## src/rtl/legv8_control_unit.sv

```systemverilog
// legv8_control_unit: multi-cycle LEGv8 instruction control unit.
// Latches one instruction per FETCH and decodes it in EXEC. Loads take an
// extra MEM cycle for the register write. An illegal opcode parks the unit
// in HALT until reset.
//
// Optional feature: define CU_RETIRE_COUNT_EN to add the 32-bit `retired`
// output, which counts completed instructions.
//
// Handshake: instruction is captured on a rising clock edge where the unit
// is in FETCH (fetch=1) and instr_valid=1. fetch acts as ready and
// instr_valid as valid. No other back-pressure exists.
module legv8_control_unit #(
    parameter logic [30:0] NOP_WORD = 31'h1FFFC000
) (
    input  logic        clock,
    input  logic        reset,
    input  logic [31:0] instruction,
    input  logic        instr_valid,
    input  logic [4:0]  status,
    output logic        fetch,
    output logic [30:0] controlWord,
    output logic [63:0] K,
    output logic        halted,
`ifdef CU_RETIRE_COUNT_EN
    output logic [31:0] retired,
`endif
    output logic [1:0]  dbg_state
);

    typedef enum logic [1:0] {
        S_FETCH = 2'd0,
        S_EXEC  = 2'd1,
        S_MEM   = 2'd2,
        S_HALT  = 2'd3
    } state_t;

    // ALU function select: {op[2:0], invert B, carry-in}
    localparam logic [4:0] FS_AND = 5'b00000;
    localparam logic [4:0] FS_OR  = 5'b00100;
    localparam logic [4:0] FS_ADD = 5'b01000;
    localparam logic [4:0] FS_SUB = 5'b01011;
    localparam logic [4:0] FS_XOR = 5'b01100;
    localparam logic [4:0] FS_LSL = 5'b10000;
    localparam logic [4:0] FS_LSR = 5'b10100;

    localparam logic [10:0] OP_ADD  = 11'b10001011000;
    localparam logic [10:0] OP_SUB  = 11'b11001011000;
    localparam logic [10:0] OP_AND  = 11'b10001010000;
    localparam logic [10:0] OP_ORR  = 11'b10101010000;
    localparam logic [10:0] OP_EOR  = 11'b11001010000;
    localparam logic [10:0] OP_LSL  = 11'b11010011011;
    localparam logic [10:0] OP_LSR  = 11'b11010011010;
    localparam logic [10:0] OP_LDUR = 11'b11111000010;
    localparam logic [10:0] OP_STUR = 11'b11111000000;
    localparam logic [10:0] OP_BR   = 11'b11010110000;
    localparam logic [9:0]  OP_ADDI = 10'b1001000100;
    localparam logic [9:0]  OP_SUBI = 10'b1101000100;
    localparam logic [9:0]  OP_ANDI = 10'b1001001000;
    localparam logic [9:0]  OP_ORRI = 10'b1011001000;
    localparam logic [9:0]  OP_EORI = 10'b1101001000;
    localparam logic [7:0]  OP_CBZ  = 8'b10110100;
    localparam logic [7:0]  OP_CBNZ = 8'b10110101;
    localparam logic [5:0]  OP_B    = 6'b000101;

    // Kinds of register-writing ALU instructions sharing one field layout
    localparam logic [1:0] ALU_NONE  = 2'd0;
    localparam logic [1:0] ALU_REG   = 2'd1;
    localparam logic [1:0] ALU_SHIFT = 2'd2;
    localparam logic [1:0] ALU_IMM   = 2'd3;

    state_t      state_q, state_d;
    logic [31:0] ir_q;

    // Decoder results
    logic [30:0] dec_word;
    logic [63:0] dec_k;
    logic        dec_legal;
    logic        dec_load;

    logic [1:0]  ps;
    logic [4:0]  da, sa, sb, fs;
    logic        reg_w, ram_w, en_mem, en_alu, en_b, en_pc, sel_b, pc_sel;
    logic [1:0]  alu_kind;
    logic [4:0]  alu_fs;
    logic        hit;

    logic [4:0]  rd, rn, rm;
    assign rd = ir_q[4:0];
    assign rn = ir_q[9:5];
    assign rm = ir_q[20:16];

    // Only the zero flag steers branches; the other status bits are ignored
    logic unused_status;
    assign unused_status = ^status[4:1];

    // State and instruction register; reset aborts any in-flight instruction
    always_ff @(posedge clock) begin
        if (reset) begin
            state_q <= S_FETCH;
            ir_q    <= '0;
        end else begin
            state_q <= state_d;
            if (state_q == S_FETCH && instr_valid) begin
                ir_q <= instruction;
            end
        end
    end

    // Instruction decode, most specific opcode width first
    always_comb begin
        ps        = 2'b00;
        da        = 5'd31;
        sa        = 5'd31;
        sb        = 5'd31;
        fs        = FS_AND;
        reg_w     = 1'b0;
        ram_w     = 1'b0;
        en_mem    = 1'b0;
        en_alu    = 1'b0;
        en_b      = 1'b0;
        en_pc     = 1'b0;
        sel_b     = 1'b0;
        pc_sel    = 1'b0;
        dec_k     = '0;
        dec_legal = 1'b1;
        dec_load  = 1'b0;
        alu_kind  = ALU_NONE;
        alu_fs    = FS_AND;
        hit       = 1'b1;

        case (ir_q[31:21])
            OP_ADD:  begin alu_kind = ALU_REG;   alu_fs = FS_ADD; end
            OP_SUB:  begin alu_kind = ALU_REG;   alu_fs = FS_SUB; end
            OP_AND:  begin alu_kind = ALU_REG;   alu_fs = FS_AND; end
            OP_ORR:  begin alu_kind = ALU_REG;   alu_fs = FS_OR;  end
            OP_EOR:  begin alu_kind = ALU_REG;   alu_fs = FS_XOR; end
            OP_LSL:  begin alu_kind = ALU_SHIFT; alu_fs = FS_LSL; end
            OP_LSR:  begin alu_kind = ALU_SHIFT; alu_fs = FS_LSR; end
            OP_LDUR: begin
                // Address phase only; the register write happens in MEM
                da       = rd;
                sa       = rn;
                fs       = FS_ADD;
                sel_b    = 1'b1;
                en_mem   = 1'b1;
                dec_k    = {{55{ir_q[20]}}, ir_q[20:12]};
                dec_load = 1'b1;
            end
            OP_STUR: begin
                ps    = 2'b01;
                sa    = rn;
                sb    = rd;
                fs    = FS_ADD;
                sel_b = 1'b1;
                ram_w = 1'b1;
                en_b  = 1'b1;
                dec_k = {{55{ir_q[20]}}, ir_q[20:12]};
            end
            OP_BR: begin
                ps     = 2'b10;
                sa     = rn;
                en_pc  = 1'b1;
                pc_sel = 1'b1;
            end
            default: hit = 1'b0;
        endcase

        if (!hit) begin
            hit = 1'b1;
            case (ir_q[31:22])
                OP_ADDI: begin alu_kind = ALU_IMM; alu_fs = FS_ADD; end
                OP_SUBI: begin alu_kind = ALU_IMM; alu_fs = FS_SUB; end
                OP_ANDI: begin alu_kind = ALU_IMM; alu_fs = FS_AND; end
                OP_ORRI: begin alu_kind = ALU_IMM; alu_fs = FS_OR;  end
                OP_EORI: begin alu_kind = ALU_IMM; alu_fs = FS_XOR; end
                default: hit = 1'b0;
            endcase
        end

        if (!hit) begin
            hit = 1'b1;
            case (ir_q[31:24])
                OP_CBZ, OP_CBNZ: begin
                    // Rt OR XZR puts Rt on the ALU output so Z reflects Rt==0.
                    // Opcode bit 24 distinguishes CBNZ and inverts the test.
                    sb     = rd;
                    fs     = FS_OR;
                    en_alu = 1'b1;
                    dec_k  = {{45{ir_q[23]}}, ir_q[23:5]};
                    ps     = (status[0] ^ ir_q[24]) ? 2'b11 : 2'b01;
                end
                default: hit = 1'b0;
            endcase
        end

        if (!hit) begin
            if (ir_q[31:26] == OP_B) begin
                ps    = 2'b11;
                dec_k = {{38{ir_q[25]}}, ir_q[25:0]};
            end else begin
                dec_legal = 1'b0;
            end
        end

        if (alu_kind != ALU_NONE) begin
            ps     = 2'b01;
            da     = rd;
            sa     = rn;
            fs     = alu_fs;
            reg_w  = 1'b1;
            en_alu = 1'b1;
            case (alu_kind)
                ALU_REG: sb = rm;
                ALU_SHIFT: begin
                    sb    = rm;
                    sel_b = 1'b1;
                    dec_k = {58'd0, ir_q[15:10]};
                end
                ALU_IMM: begin
                    sb    = 5'd31;
                    sel_b = 1'b1;
                    dec_k = {52'd0, ir_q[21:10]};
                end
                default: ;
            endcase
        end

        dec_word = {ps, da, sa, sb, fs, reg_w, ram_w, en_mem, en_alu,
                    en_b, en_pc, sel_b, pc_sel, 1'b0};
    end

    // Next-state sequencing
    always_comb begin
        state_d = state_q;
        case (state_q)
            S_FETCH: if (instr_valid) state_d = S_EXEC;
            S_EXEC: begin
                if (!dec_legal)    state_d = S_HALT;
                else if (dec_load) state_d = S_MEM;
                else               state_d = S_FETCH;
            end
            S_MEM:   state_d = S_FETCH;
            default: state_d = S_HALT;
        endcase
    end

    // Datapath outputs; reset blanks the word so an aborted load never writes
    always_comb begin
        controlWord = NOP_WORD;
        K           = '0;
        if (!reset) begin
            case (state_q)
                S_EXEC: begin
                    if (dec_legal) begin
                        controlWord = dec_word;
                        K           = dec_k;
                    end
                end
                S_MEM: begin
                    controlWord = {2'b01, dec_word[28:9], 1'b1, dec_word[7:0]};
                    K           = dec_k;
                end
                default: ;
            endcase
        end
    end

    assign fetch     = (state_q == S_FETCH);
    assign halted    = (state_q == S_HALT);
    assign dbg_state = state_q;

`ifdef CU_RETIRE_COUNT_EN
    logic [31:0] retired_q;

    // Count instructions completing back to FETCH; wraps naturally
    always_ff @(posedge clock) begin
        if (reset) begin
            retired_q <= '0;
        end else if ((state_q == S_EXEC || state_q == S_MEM) && state_d == S_FETCH) begin
            retired_q <= retired_q + 32'd1;
        end
    end

    assign retired = retired_q;
`endif

endmodule

```

## config.mk

```make
export PLATFORM = sky130hd
export DESIGN_NAME = legv8_control_unit
export DESIGN_NICKNAME = d
export VERILOG_FILES = /design/src/rtl/legv8_control_unit.sv
export SDC_FILE = /design/constraint.sdc
export NUM_CORES = 1
export LEC_CHECK = 0
export CAP_MARGIN = 20
export CORE_AREA = 8 8 102 104
export DETAILED_ROUTE_END_ITERATION = 12
export DIE_AREA = 0 0 110 112
export PLACE_DENSITY = 0.81
export SYNTH_ARGS = -nofsm -noshare
export SYNTH_HDL_FRONTEND = slang
export SYNTH_SLANG_ARGS = --single-unit
export TNS_END_PERCENT = 100
```

## constraint.sdc

```tcl
create_clock -name clock -period 7.52 [get_ports clock]
set_clock_uncertainty 0.05 [all_clocks]
set_input_delay 1.504 -clock clock [delete_from_list [all_inputs] [get_ports clock]]
set_output_delay 1.504 -clock clock [all_outputs]
set_load 0.005 [all_outputs]
```

# Word level (Yosys, flattened, before mapping)
# Cells that the tools add are included.
[word_totals]
reg_bits = 34
input_bits = 40
output_inout_bits = 99
elab_cells = 99
[classes]
n_eq_ne = 25
muxes = 59
n_bitwise = 1
reduce_logical = 12
[op_table]
columns = ["operator", "count"]
rows = [
  ["two-way mux 64 bit", 8],
  ["one-hot mux 64 bit (2 select lines)", 2],
  ["equality test 11 bit (second input constant)", 10],
  ["two-way mux 31 bit", 2],
  ["one-hot mux 31 bit (2 select lines)", 1],
  ["two-way mux 5 bit", 12],
  ["equality test 10 bit (second input constant)", 5],
  ["one-hot mux 5 bit (6 select lines)", 1],
  ["one-hot mux 5 bit (5 select lines)", 1],
  ["two-way mux 2 bit", 11],
  ["equality test 8 bit (second input constant)", 2],
  ["two-way mux 1 bit", 16],
  ["one-hot mux 5 bit (2 select lines)", 1],
  ["OR reduction 10 bit", 1],
  ["OR reduction 2 bit", 5],
  ["OR reduction 5 bit", 2],
  ["equality test 2 bit (second input constant)", 4],
  ["one-hot mux 2 bit (2 select lines)", 2],
  ["equality test 6 x 3 -> 1 bit (second input constant)", 1],
  ["one-hot mux 2 bit (3 select lines)", 1],
  ["equality test 2 x 1 -> 1 bit (second input constant)", 2],
  ["two-way mux 4 bit", 1],
  ["OR reduction 3 bit", 1],
  ["logical NOT 2 bit", 1],
  ["other kinds (4)", 4],
]

# Longest topological paths before layout
# Gate-level depths: netlist (run 1).
[depth]
word_depth = 12
mapped_depth = 13

# Least setup slack after synthesis (run 1)
# No wires, ideal clock.
[synth_timing]
path_kind = "flip-flop to output port"
startpoint = "reg ir_q[26]"
endpoint = "out K[26]"
t_arrival_ns = 4.190
t_required_ns = 5.966
slack_ns = 1.776
path_stages_with_launch = 12
path_cell_list = "dfxtp_1 or2_1 or4b_1 a21oi_2 nor2_1 o21a_1 ha_1 o21ai_1 clkbuf_1 nand3_1 nor2_1 buf_4"
[synth_between]
elab_chain_cells = 12
[synth_rtl]
columns = ["element", "line_no", "text"]
rows = [
  ["start, declared", "72", "logic [31:0] ir_q;"],
  ["start signal, assigned", "104", "ir_q <= instruction;"],
  ["equality test 11 bit / equality test 10 bit (equally long branches)", "131, 170", ""],
  ["OR reduction 10 bit (no line), or another cell as far along", "n/a", ""],
  ["two-way mux 1 bit, or another cell as far along", "131", "case (ir_q[31:21])"],
  ["two-way mux 1 bit / two-way mux 64 bit (equally long branches)", "168, 182", ""],
  ["two-way mux 64 bit", "180", "if (!hit) begin"],
  ["two-way mux 64 bit", "197", "if (ir_q[31:26] == OP_B) begin"],
  ["two-way mux 64 bit", "196", "if (!hit) begin"],
  ["one-hot mux 64 bit (2 select lines)", "212", "case (alu_kind)"],
  ["two-way mux 64 bit", "205", "if (alu_kind != ALU_NONE) begin"],
  ["two-way mux 64 bit", "254", "if (dec_legal) begin"],
  ["one-hot mux 64 bit (2 select lines) (*)", "252", "case (state_q)"],
  ["two-way mux 64 bit (*)", "251", "if (!reset) begin"],
  ["end, declared", "22", "output logic [63:0] K,"],
]
# Mark *: on every way between the ends. The rest lies on a longest branch, timed or not.

# Final worst setup path (run 1)
[layout_timing]
startpoint = "in reset"
endpoint = "out K[24]"
[layout_between]
elab_chain_cells = 1
[layout_rtl]
columns = ["element", "line_no", "text"]
rows = [
  ["start, declared", "16", "input logic reset,"],
  ["two-way mux 64 bit", "251", ""],
]
# No other way between the ends.

==> results_tabular.tex, run 1 <==
\begin{tabular}{lr}
\hline
Metric & Value \\
\hline
\multicolumn{2}{l}{\textbf{Power}} \\
\quad Proportion of power drawn by combinational gates & 46.5\% \\
\quad Switching share of total power & 41.1\% \\
\quad Tot Pwr & 825 uW \\
\quad Highest ir drop seen on vdd & 0.000144 V \\
\quad Leakage power of the design & 0.00140 uW \\
\quad Power density cells & 191 nW/um2 \\
\quad Clock share of power & 21.4\% \\
\quad Fraction of power consumed by sequential logic & 32.0\% \\
\quad Internal power of the cells & 486 uW \\
\quad Switch Pwr & 339 uW \\
\multicolumn{2}{l}{\textbf{CTS}} \\
\quad Clk root buf & clkbuf\_8 \\
\quad TritonCTS Buffers & 5 \\
\quad Register clock-pin slew on the reported worst setup and hold paths & 70 ps \\
\quad TritonCTS clock tree & built \\
\quad Post-cts repair resize count & 0 \\
\quad Post-cts hold buffer count & 0 \\
\quad Total number of clock tree sinks & 34 \\
\quad Maximum root-to-sink buffer count & 2 \\
\quad Post-CTS Repair Setup Buffers & 0 \\
\quad Number of H-tree levels & 2 \\
\quad Later-pin clock latency in the skew report & 290 ps \\
\multicolumn{2}{l}{\textbf{Floorplanning}} \\
\quad Initial Utilization & 35.0\% \\
\quad Core Area & 8890 um2 \\
\quad Chip Height & 112 um \\
\quad Die span in x & 110 um \\
\quad Site row count & 35 \\
\quad \# IOs & 139 \\
\quad Die area & 12300 um2 \\
\multicolumn{2}{l}{\textbf{Synthesis}} \\
\quad Most used flip-flop cell after synthesis & dfxtp\_1 \\
\quad Area leader, netlist & dfxtp\_1 \\
\quad Syn nets & 488 \\
\quad Mean area per synthesized cell & 7.05 um2 \\
\quad Post-synth design cell area & 3110 um2 \\
\quad Share of flip-flops with an asynchronous set or reset after synthesis & 0\% \\
\quad Count of yosys warnings during synthesis & 0 \\
\quad Number of distinct library cells after synthesis & 60 \\
\quad Synthesized netlist cell count & 441 \\
\quad Synthesis-stage register bit count & 34 \\
\quad Leading cell types by total area after synthesis & dfxtp\_1 (22\%), buf\_4 (10\%), nand2\_1 (9.7\%), a21oi\_1 (6.8\%), o21ai\_0 (5.3\%) \\
\quad Share of Yosys cell area claimed by the top area cell type & 21.9\% \\
\quad Post-synth EDFFs & 0 \\
\quad Sequential fraction of the synthesis area & 21.9\% \\
\multicolumn{2}{l}{\textbf{Drt}} \\
\quad Vias per cell & 5.74 \\
\quad Drt pass-1 iters & 7 \\
\quad DRC marker count from the first detailed-route iteration & 212 \\
\quad Final routed wirelength across all metal layers & 11.5 mm \\
\quad Number of nets still failing antenna checks after routing & 0 \\
\quad Total vias in the final route & 3557 \\
\quad Per-cell routed wire length & 18.6 um \\
\quad DRC violations left & 0 \\
\multicolumn{2}{l}{\textbf{Timing}} \\
\quad Fraction of the cycle the final worst path needs & 78.1\% \\
\quad Setup repair after global routing missed its margin & false \\
\quad Sum of negative setup slack & 0 ps \\
\quad Transition time of the tightest slew-check pin & 725 ps \\
\quad Final critical delay including setup and external delays & 5880 ps \\
\quad Number of endpoints with negative hold slack in the final report & 0 \\
\quad Fmax & 170 MHz \\
\quad Final setup violation count & 0 \\
\quad Worst relative slew slack & 51.6\% \\
\quad Final setup margin & 1640 ps \\
\quad Worst hold-check slack & 466 ps \\
\quad Max Transition Viols Final & 0 \\
\multicolumn{2}{l}{\textbf{Final layout}} \\
\quad Layout Cell Area excl Fill & 4320 um2 \\
\quad Commonest non-fill, non-tap cells in the layout & clkdlybuf4s50\_1 (133), nand2\_1 (80), a21oi\_1 (42), dfxtp\_1 (34), o21ai\_0 (33) \\
\quad Final net count & 556 \\
\quad Number of inserted diodes & 0 \\
\quad Layout cell share with drive strength beyond 1 & 5.70\% \\
\quad Most common cell after layout, fill and taps aside & clkdlybuf4s50\_1 \\
\quad Area growth from synthesis to layout & 39.0\% \\
\multicolumn{2}{l}{\textbf{Global route}} \\
\quad First-pass GRT wire length & 17.5 mm \\
\quad GRT Residual Overflow & 0 \\
\quad Overall track demand over capacity in global routing & 17.5\% \\
\quad Initial antenna violation count & 0 \\
\quad Pin count of the biggest net entering global routing & 40 \\
\quad Number of global-route vias before repair & 3400 \\
\multicolumn{2}{l}{\textbf{Worst setup path}} \\
\quad Critical R2R Capture & dbg\_state[0] \\
\quad Critical path data arrival time & 4320 ps \\
\quad Data required time at the worst endpoint & 5970 ps \\
\quad Crit. End Element & output port \\
\quad Worst setup slack for register-to-register paths & 5020 ps \\
\quad Path depth of the worst reg2reg path & 5 \\
\quad Critical path start-end classification & primary input to output port \\
\quad Launch point of the worst reg-to-reg path & ir\_q[25] \\
\quad Maximum fanout encountered on the critical timing path & 36 \\
\quad Kind of launch point of the worst setup path & primary input \\
\multicolumn{2}{l}{\textbf{Worst hold path}} \\
\quad Hold Path End & ir\_q[16] \\
\quad Hold path depth & 2 \\
\quad Path type of the worst min-delay path & flop to flop \\
\quad Launch point of the worst hold path & ir\_q[16] \\
\multicolumn{2}{l}{\textbf{Placement}} \\
\quad Number of buffers inserted by port buffering & 133 \\
\quad Placed cell areas & 4150 um2 \\
\quad Post-place setup slack & 1640 ps \\
\quad Placer's final routability congestion estimate & 0.876 \\
\quad HPWL after detailed placement & 8.55 mm \\
\multicolumn{2}{l}{\textbf{Status}} \\
\quad Outcome & finished, final reports clean \\
\multicolumn{2}{l}{\textbf{Run}} \\
\quad Number of max-capacitance violations reported & 0 \\
\hline
\end{tabular}
-- cells by family after synthesis --
logic type      after synthesis  synth area share (%)
xor+xnor                      1                 0.282
flops                        34                  21.9
buf+inv                      89                  16.5
simple gates                169                  27.2
compound gates              140                  31.2
fa+ha+maj                     7                  2.82
other cells                   1                 0.121
-- final cells by class --
cell class	count	area, um2
Sequential cell	34	681
Inverter	10	37.5
Clock buffer	6	82.6
Multi-Input combinational cell	318	1930
Tap cell	111	139
Timing Repair Buffer	140	1420
Fill cell	875	4570
Clock inverter	1	30.0
-- power groups by stage --
stage          clock network, uW  registers [uW]  logic [uW]
3_3_place_gp                   0             265         342
2_1_floorplan                  0             239         234
5_1_grt                      185             268         418
3_5_place_dp                   0             267         358
4_1_cts                      178             262         360
6_report                     177             264         384
-- flip-flops by register name, indices dropped and copies added, names as in the netlist --
name       cells
dbg_state      2
ir_q          32
-- worst max-delay path by stage --
| stage | start | to | slack (ps) | depth (start not counted) |
|---|---|---|---|---|
| finish | reset | K[24] | 1640 | 8 |
| global route | reset | K[20] | 1500 | 8 |
| CTS | reset | K[24] | 1640 | 8 |
| detailed placement | reset | K[24] | 1640 | 8 |
| global placement | reset | K[18] | 1770 | 8 |
| floorplan | ir_q[26] | K[26] | 1780 | 11 |
-- worst max-delay path: stages --
cell and delay [ps]:
clkdlybuf4s50_1 400, buf_4 240, nor2b_1 490, nand2_1 130
nor2_1 530, o21ai_0 190, nor3b_1 270, clkdlybuf4s50_1 550
-- per-stage QoR --
| step | util, % | std cells |
|---|---|---|
| after floorplan | - | 441 |
| after global routing | 48.6 | 620 |
| after detailed placement | 46.7 | 611 |
| final | 48.6 | 620 |
| after CTS | 48.0 | 618 |
| after global placement | 46.7 | 611 |
-- per-layer routing --
metal	up-vias	wire length, um	GRT usage [%]
li1	1684	-	-
met1	1671	4430	19.5
met5	-	0	0
met4	0	282	6.58
met3	25	1040	3.93
met2	177	5780	31.1
-- synthesized netlist by cell type, types with 6 or more instances --
library cell   n
o21ai_0       33
a21oi_1       42
inv_1         10
ha_1           7
nand2b_1       6
a222oi_1       8
buf_4         43
clkbuf_1      25
buf_2          8
a221oi_1       6
a211oi_1      13
o211ai_1      10
nand2_1       80
nor3b_1        9
nor3_1         9
nor2_1        26
dfxtp_1       34
(Power assumes the default switching activity.)
==> run 2: changes to the inputs <==
==> constraint.sdc (replaced) <==
create_clock -name clock -period 5.6 [get_ports clock]
set_clock_uncertainty 0.05 [all_clocks]
set_input_delay 1.12 -clock clock [delete_from_list [all_inputs] [get_ports clock]]
set_output_delay 1.12 -clock clock [all_outputs]
set_load 0.005 [all_outputs]
==> run 2 against run 1 <==
Compared with the run above:
- cell area decreased by 0.58%
- largest cell class unchanged
- clock power increased by 11%
- clock-buffer cell count is the same
- routed wire length shrank 2.9%
- sequential cell count unchanged
- highest routed layer unchanged
- non-clock buffer count stayed put
- total power grew 27%
- core utilization shrank 0.28 points
- die area did not move
- worst hold slack got worse by 11 ps
- sequential power is 34% higher
- register-to-register slack worse by 1900 ps
==> results_tabular.tex, run 2 (synthesis results as in run 1) <==
\begin{tabular}{lr}
\hline
Metric & Value \\
\hline
\multicolumn{2}{l}{\textbf{Status}} \\
\quad Outcome & finished, final reports clean \\
\multicolumn{2}{l}{\textbf{Worst setup path}} \\
\quad Kind of launch point of the worst setup path & flop \\
\quad Data required time at the worst endpoint & 4430 ps \\
\quad Maximum fanout encountered on the critical timing path & 10 \\
\quad Crit. End Element & output port \\
\quad Critical path start-end classification & flop to output port \\
\quad Critical path data arrival time & 4060 ps \\
\multicolumn{2}{l}{\textbf{Final layout}} \\
\quad Commonest non-fill, non-tap cells in the layout & clkdlybuf4s50\_1 (133), nand2\_1 (80), a21oi\_1 (42), dfxtp\_1 (34), o21ai\_0 (33) \\
\quad Final net count & 556 \\
\quad Most common cell after layout, fill and taps aside & clkdlybuf4s50\_1 \\
\quad Top reg by flops & ir\_q \\
\quad Area growth from synthesis to layout & 38.1\% \\
\quad Sequential cell area & 681 um2 \\
\quad Layout cell share with drive strength beyond 1 & 5.88\% \\
\quad Number of inserted filler cells in the final layout & 870 \\
\quad Flip-flop count of the largest register after layout & 32 \\
\quad Number of inserted diodes & 0 \\
\quad Area of combinational cells with multiple inputs & 1930 um2 \\
\quad Filler-free cell count of the finished design & 621 \\
\multicolumn{2}{l}{\textbf{Global route}} \\
\quad First-pass GRT wire length & 17.4 mm \\
\quad Initial antenna violation count & 0 \\
\quad Pin count of the biggest net entering global routing & 40 \\
\quad Number of global-route vias before repair & 3403 \\
\quad Overall track demand over capacity in global routing & 17.4\% \\
\quad GRT Residual Overflow & 0 \\
\multicolumn{2}{l}{\textbf{Placement}} \\
\quad HPWL after detailed placement & 8.39 mm \\
\quad Number of placed cells counting well taps & 612 \\
\quad Number of buffers inserted by port buffering & 133 \\
\quad Placer's final routability congestion estimate & 0.884 \\
\quad Post-place setup slack & 740 ps \\
\multicolumn{2}{l}{\textbf{Timing}} \\
\quad Transition time of the tightest slew-check pin & 1040 ps \\
\quad Worst relative slew slack & 30.2\% \\
\quad Setup repair after global routing missed its margin & false \\
\quad Number of endpoints with negative hold slack in the final report & 0 \\
\quad Max Transition Viols Final & 0 \\
\quad Final setup margin & 371 ps \\
\quad Fmax & 191 MHz \\
\quad Final setup violation count & 0 \\
\quad Sum of negative setup slack & 0 ps \\
\quad Final critical delay including setup and external delays & 5230 ps \\
\quad Fraction of the cycle the final worst path needs & 93.4\% \\
\multicolumn{2}{l}{\textbf{Drt}} \\
\quad Met1 WL & 4.52 mm \\
\quad Length of routed met3 wiring & 906 um \\
\quad Vias per cell & 5.64 \\
\quad DRC marker count from the first detailed-route iteration & 285 \\
\quad Met2 wire len & 5.54 mm \\
\quad Drt pass-1 iters & 5 \\
\quad Final routed wirelength across all metal layers & 11.2 mm \\
\quad Per-cell routed wire length & 18.0 um \\
\quad Top routing layer used & met4 \\
\quad DRC violations left & 0 \\
\quad Total vias in the final route & 3501 \\
\quad Number of nets still failing antenna checks after routing & 0 \\
\multicolumn{2}{l}{\textbf{CTS}} \\
\quad Number of H-tree levels & 2 \\
\quad Register clock-pin slew on the reported worst setup and hold paths & 90 ps \\
\quad Post-CTS Repair Setup Buffers & 0 \\
\quad TritonCTS Buffers & 5 \\
\quad Post-cts repair resize count & 0 \\
\quad Later-pin clock latency in the skew report & 290 ps \\
\quad Post-cts hold buffer count & 0 \\
\quad Clk root buf & clkbuf\_8 \\
\quad Maximum root-to-sink buffer count & 2 \\
\quad Total number of clock tree sinks & 34 \\
\quad TritonCTS clock tree & built \\
\multicolumn{2}{l}{\textbf{Floorplanning}} \\
\quad Die area & 12300 um2 \\
\quad Die span in x & 110 um \\
\quad Site row count & 35 \\
\quad Chip Height & 112 um \\
\quad \# IOs & 139 \\
\quad Initial Utilization & 35.0\% \\
\quad Core Area & 8890 um2 \\
\multicolumn{2}{l}{\textbf{Run}} \\
\quad Number of max-capacitance violations reported & 0 \\
\multicolumn{2}{l}{\textbf{Power}} \\
\quad Highest ir drop seen on vdd & 0.000158 V \\
\quad Leakage power of the design & 0.00139 uW \\
\quad Power density cells & 244 nW/um2 \\
\multicolumn{2}{l}{\textbf{Worst hold path}} \\
\quad Path type of the worst min-delay path & flop to flop \\
\hline
\end{tabular}
==> run 2: worst paths after layout <==
path                            slack [ps]           end     start  cells past startpoint
worst max-delay path                   370         K[20]  ir_q[26]                     12
worst min-delay path                   450       ir_q[7]   ir_q[7]                      2
worst max register to register        3160  dbg_state[0]  ir_q[25]                      5
worst min register to register         450       ir_q[7]   ir_q[7]                      2
==> run 2: power breakdown <==
| part | leakage, uW | internal, uW | switching (uW) |
|---|---|---|---|
| combinational | 0.00106 | 219 | 276 |
| clock | 0.0000472 | 98.9 | 97.9 |
| sequential | 0.000279 | 282 | 73.2 |
==> run 2: layer usage <==
| metal | vias up | GRT usage [%] |
|---|---|---|
| met5 | - | 0 |
| met4 | 0 | 7.57 |
| met3 | 21 | 3.29 |
| met2 | 170 | 29.2 |
| met1 | 1628 | 20.7 |
| li1 | 1682 | - |
==> run 2: through the flow <==
| stage | hold WS [ps] | util (%) | cell area, um2 | total power (uW) |
|---|---|---|---|---|
| 3_5_place_dp | 445 | 46.9 | 4170 | 836 |
| 3_3_place_gp | 434 | 46.9 | 4170 | 817 |
| 4_1_cts | 457 | 48.0 | 4270 | 1030 |
| 6_report | 454 | 48.3 | 4300 | 1050 |
| 2_1_floorplan | 409 | - | 3110 | 635 |
| 5_1_grt | 491 | 48.3 | 4300 | 1110 |
==> run 2: final cells by class <==
type,instances,share of cell area [%]
inverters,10,0.874
well taps,111,3.23
clock buffers,6,1.92
repair buffers,140,33.0
multi-input cells,318,44.9
flip-flops and latches,34,15.8
clock inverters,2,0.291
==> run 2: worst max-delay path, cell delays in order (launching register included) <==
cell and delay [ps]:
dfxtp_1 380, or2_1 300, or4b_1 580, a21oi_2 270, nor2_1 100, o21a_1 130, ha_1 200, nor2_1 100
nor2_1 100, nor2_1 520, o21ai_0 210, nor3b_1 310, clkdlybuf4s50_1 560
